**config.mk**
```make
export PLATFORM = sky130hd
export DESIGN_NAME = lsu_ctrl
export DESIGN_NICKNAME = d
export VERILOG_FILES = /design/src/rtl/lsu_ctrl.sv
export SDC_FILE = /design/constraint.sdc
export NUM_CORES = 1
export LEC_CHECK = 0
export ABC_AREA = 1
export BUFFER_PORTS_ARGS = -buffer_cell sky130_fd_sc_hd__buf_2
export CAP_MARGIN = 0
export CELL_PAD_IN_SITES_DETAIL_PLACEMENT = 0
export CELL_PAD_IN_SITES_GLOBAL_PLACEMENT = 1
export CORE_MARGIN = 3
export CORE_UTILIZATION = 33
export DETAILED_ROUTE_END_ITERATION = 8
export PLACE_DENSITY = 0.89
export SLEW_MARGIN = 20
export SYNTH_ARGS = -nofsm -noshare
export SYNTH_HDL_FRONTEND = slang
export SYNTH_SLANG_ARGS = --single-unit
```
**constraint.sdc**
```tcl
create_clock -name clk -period 1.9 [get_ports clk]
set_input_delay 0.19 -clock clk [delete_from_list [all_inputs] [get_ports clk]]
set_output_delay 0.19 -clock clk [all_outputs]
set_load 0.01 [all_outputs]
```
**src/rtl/lsu_ctrl.sv**
```systemverilog
// Load/store unit controller: sequences one core memory request at a time onto a
// single-port RAM, splitting halfword stores into two byte beats and extending loads.
module lsu_ctrl (
   input  logic        clk,
   input  logic        rst_n,
   input  logic        req_valid,
   output logic        req_ready,
   input  logic        req_we,
   input  logic [2:0]  req_func,
   input  logic [31:0] req_addr,
   input  logic [31:0] req_wdata,
   output logic        rsp_valid,
   input  logic        rsp_ready,
   output logic [31:0] rsp_rdata,
   output logic        rsp_err,
   output logic [31:0] ram_addr,
   output logic [1:0]  ram_addr10,
   output logic        ram_we,
   output logic        ram_oe,
   output logic [2:0]  ram_func,
   output logic [31:0] ram_wdata,
   input  logic [31:0] ram_rdata
);

   typedef enum logic [1:0] {
      S_IDLE = 2'd0,
      S_ACC0 = 2'd1,
      S_ACC1 = 2'd2,
      S_RESP = 2'd3
   } state_t;

   state_t      r_state;
   state_t      w_next;
   logic        r_we;
   logic [2:0]  r_func;
   logic [31:0] r_addr;
   logic [31:0] r_wdata;
   logic [31:0] r_rdata;
   logic        r_err;
   logic        w_accept;

   function automatic logic is_illegal(input logic we, input logic [2:0] f, input logic [1:0] a);
      case (f)
         3'b000:         is_illegal = 1'b0;
         3'b001:         is_illegal = a[0];
         3'b010:         is_illegal = (a != 2'b00);
         3'b100, 3'b101: is_illegal = we | (f[0] & a[0]);
         default:        is_illegal = 1'b1;
      endcase
   endfunction

   function automatic logic [31:0] extract(input logic [2:0] f, input logic [1:0] off, input logic [31:0] w);
      logic [31:0] sh;
      logic [7:0]  b;
      logic [15:0] h;
      sh = w >> {off, 3'b000};
      b  = sh[7:0];
      h  = off[1] ? w[31:16] : w[15:0];
      case (f)
         3'b000:  extract = {{24{b[7]}}, b};
         3'b001:  extract = {{16{h[15]}}, h};
         3'b010:  extract = w;
         3'b100:  extract = {24'h000000, b};
         3'b101:  extract = {16'h0000, h};
         default: extract = 32'h00000000;
      endcase
   endfunction

   assign w_accept = req_valid && (r_state == S_IDLE);

   // State register
   always_ff @(posedge clk or negedge rst_n) begin
      if (!rst_n) begin
         r_state <= S_IDLE;
      end else begin
         r_state <= w_next;
      end
   end

   // Next-state and RAM strobes; strobes decode the state so reset drops them at once
   always_comb begin
      w_next = r_state;
      ram_we = 1'b0;
      ram_oe = 1'b0;
      case (r_state)
         S_IDLE: begin
            if (req_valid) begin
               w_next = is_illegal(req_we, req_func, req_addr[1:0]) ? S_RESP : S_ACC0;
            end else begin
               w_next = S_IDLE;
            end
         end
         S_ACC0: begin
            if (r_we) begin
               ram_we = 1'b1;
               w_next = (r_func == 3'b001) ? S_ACC1 : S_RESP;
            end else begin
               ram_oe = 1'b1;
               w_next = S_RESP;
            end
         end
         S_ACC1: begin
            ram_we = 1'b1;
            w_next = S_RESP;
         end
         S_RESP: begin
            if (rsp_ready) begin
               w_next = S_IDLE;
            end else begin
               w_next = S_RESP;
            end
         end
         default: w_next = S_IDLE;
      endcase
   end

   // Request latch and response capture
   always_ff @(posedge clk or negedge rst_n) begin
      if (!rst_n) begin
         r_we    <= 1'b0;
         r_func  <= 3'b000;
         r_addr  <= 32'h00000000;
         r_wdata <= 32'h00000000;
         r_rdata <= 32'h00000000;
         r_err   <= 1'b0;
      end else if (w_accept) begin
         r_we    <= req_we;
         r_func  <= req_func;
         r_addr  <= req_addr;
         r_wdata <= req_wdata;
         r_rdata <= 32'h00000000;
         r_err   <= is_illegal(req_we, req_func, req_addr[1:0]);
      end else if ((r_state == S_ACC0) && !r_we) begin
         r_rdata <= extract(r_func, r_addr[1:0], ram_rdata);
      end else begin
         r_rdata <= r_rdata;
      end
   end

   // RAM address/data views of the latched request; the second SH beat targets the next byte
   always_comb begin
      ram_addr  = {2'b00, r_addr[31:2]};
      ram_func  = (r_func == 3'b010) ? 3'b010 : 3'b000;
      if (r_state == S_ACC1) begin
         ram_addr10 = r_addr[1:0] + 2'd1;
         ram_wdata  = {24'h000000, r_wdata[15:8]};
      end else if (r_we && (r_func == 3'b001)) begin
         ram_addr10 = r_addr[1:0];
         ram_wdata  = {24'h000000, r_wdata[7:0]};
      end else begin
         ram_addr10 = r_addr[1:0];
         ram_wdata  = r_wdata;
      end
   end

   assign req_ready = (r_state == S_IDLE);
   assign rsp_valid = (r_state == S_RESP);
   assign rsp_rdata = r_rdata;
   assign rsp_err   = r_err;

endmodule

```
==> results.md <==
* Status: finished, final reports clean
* Hold_ws at 16.9 ps
* Initial antenna violation count at 1
* #FFs+latches synth at 103
* Clk root buf: clkbuf_16
* CP endpoint: ram_wdata[19]
* Vias/cell at 4.43
* Crit Path Max Fanout at 24
* R2R Setup Slk at 180 ps
* Fraction of layout cells with a size suffix above 1 at 29.6%
* Lkg Pwr at 3.88 nW
* Placed Cells at 1065
* Final Worst Setup Slack at 80.3 ps
* GRT overflow at 0
* Startpoint class of the critical path: register
* Global-route wire length before repair at 24400 um
* Top cells by area, synth: dfrtp_1 49%, nand2_1 25%, buf_4 5.8%, o21ai_0 4.0%, nand3_1 3.3%
* Top-Level Pins at 210
* R2R Path Start: r_state[1]
* Yosys top cell area share at 48.8%
* GR met2 Demand/Resource at 27.9%
* RePlAce Congestion at 0.803
* DRC Markers at 0
* Final hold vios at 0
* Total CTS buffers at 9
* Chip width at 132 um
* Pre-CTS WS at 126 ps
* Final core utilization at 43.0%
* Vias at 4805
* Avg Cell Area, Syn at 7.53 sq um
* Dpl hpwl at 11300 um
* Cell count of the worst reg-to-reg path at 5
* Pwr Density at 1680 nW/um^2
* CP arrival at 1630 ps
* Post-route insts no fill at 1084
* Relative slew margins at 64.5%
* Worst EP required at 1710 ps
* Slew Limit Fails at 0
* Syn. warnings at 0
* Sink Count at 103
* Post-route ant nets at 0
* Area delta synth->final at 25.8%
* Peak supply drop at 0.774 mV
* Routed WL per cell at 14.2 um
* Met3 Usage GRT at 6.35%
* Rows at 45
* Nets at 976
* Hold Path Class: primary input to register
* # port buffers at 205
* Cell count after synthesis at 701
* Largest net degree at the start of global routing at 66
* Register area share after synthesis at 48.8%
* Vias in the first global route at 4613
* DRT iter0 DRCs at 268
* Setup Skew at 7.03 ps
* Dpl cell area at 6270 sq um
* Clk pin slew, worst setup/hold paths at 80 ps
* Met1 Resource Use GR at 22.5%
* Most common cell after layout, fill and taps aside: nand2_1
* Synthesized area at 5280 sq um
* CP Class: register to output pin
* Worst Tran Pin Value at 530 ps
* Fin Setup TNS at 0 ps
* Final period util at 95.8%
* Max_cap viols at 0
* Fmax at 0.550 GHz
* DRT Wirelength at 15400 um
* Commonest cells after routing, fill and taps aside: 356 x nand2_1, 204 x buf_2, 103 x dfrtp_1, 39 x inv_1, 35 x nand3_1
* Hold path start: req_addr[5]
* Router iterations before antenna repair at 4
* Synth cell types at 31
* RSZ-0062 raised after global routing: yes
* Clk buf depth at 2
* Worst Setup End Kind: output pin
* Effective utilization at floorplan at 34.2%
* Post-route cell area at 6640 sq um
* Crit path from: r_state[0]
* Pwr Total at 11.2 mW
* ANT cells at 0
* Crit path time final at 1820 ps
* GRT Util Overall at 17.4%
* GRT busiest layer: met2
* Chip height at 132 um
* CTS tree: done
* Die area at 17500 sq um
* Clock latency on the worst-skew pair at 350 ps
* Final setup violating endpoints at 0
* Worst R2R End: r_state[0]
* H-tree depth reported by CTS at 3
* Core box area at 15400 sq um
* Area leader, netlist: dfrtp_1
power by group:
group	internal (mW)	total, mW	switching (mW)
clock	0.929	1.85	0.924
combinational	2.10	5.66	3.55
sequential	3.14	3.64	0.507
registers in the layout (all words and copies together) (netlist names):
name and cells:
r_we 1, r_addr 32, r_state 2, r_wdata 32
r_func 3, rsp_rdata 32, rsp_err 1
synth_stat cells (all sizes together):
library cell	n
nand2	361
dfrtp	103
buf	53
inv	44
o21ai	42
nand3	36
nor2	28
clkbuf	15
ha	4
a21oi	3
nand4	3
nor3	2
xor2	2
a211oi	1
a21boi	1
clkinv	1
conb	1
or2	1
routing by layer:
metal  routed length [um]  share of wire (%)
met4                  178                1.2
met2                 7020                 46
met5                   13              0.084
met3                 1410                9.1
met1                 6790                 44
kinds of logic (layout without fill, tap and decap cells):
| group | count (synthesis) | in the layout | share of synthesized area (%) |
|---|---|---|---|
| AOI/OAI and AO/OA | 47 | 47 | 4.79 |
| xor gates and xnor gates | 2 | 2 | 0.332 |
| and+or+nand+nor | 431 | 431 | 32.6 |
| adders and majority gates | 4 | 4 | 0.948 |
| DFF | 103 | 103 | 48.8 |
| other | 1 | 4 | 0.0710 |
| buffers and inverters | 113 | 282 | 12.4 |
cell type report:
class / count / area, sq um
fill: 1669 / 8790
sequential: 103 / 2580
multi-input combinational: 488 / 2090
timing repair buffer: 221 / 1220
tap: 211 / 264
clock buffer: 9 / 225
inverter: 45 / 185
clock inverter: 7 / 72.6
worst max-delay path: stages (launching register included):
cell	delay [ps]
dfrtp_1	420
inv_2	100
ha_4	150
clkinvlp_4	110
nand2_2	100
buf_12	160
nor2_1	70
buf_2	140
worst min path at each step:
stage / endpoint / slack (ps) / cells after the start
2_1_floorplan: r_addr[0] / -110 / 0
3_3_place_gp: rsp_rdata[20] / 180 / 1
3_5_place_dp: rsp_rdata[14] / 180 / 1
4_1_cts: r_addr[22] / 4 / 3
6_report: r_addr[5] / 20 / 3
5_1_grt: r_addr[5] / 10 / 3
what timing repair did:
action                                 4_1_cts  5_1_grt
endpoints found under the hold margin       31        0
setup buffers                                0        2
hold buffers                                 1        0
setup endpoints to repair                   33       35
resized for setup                            8       13
Power figures use the tool's default switching activity.
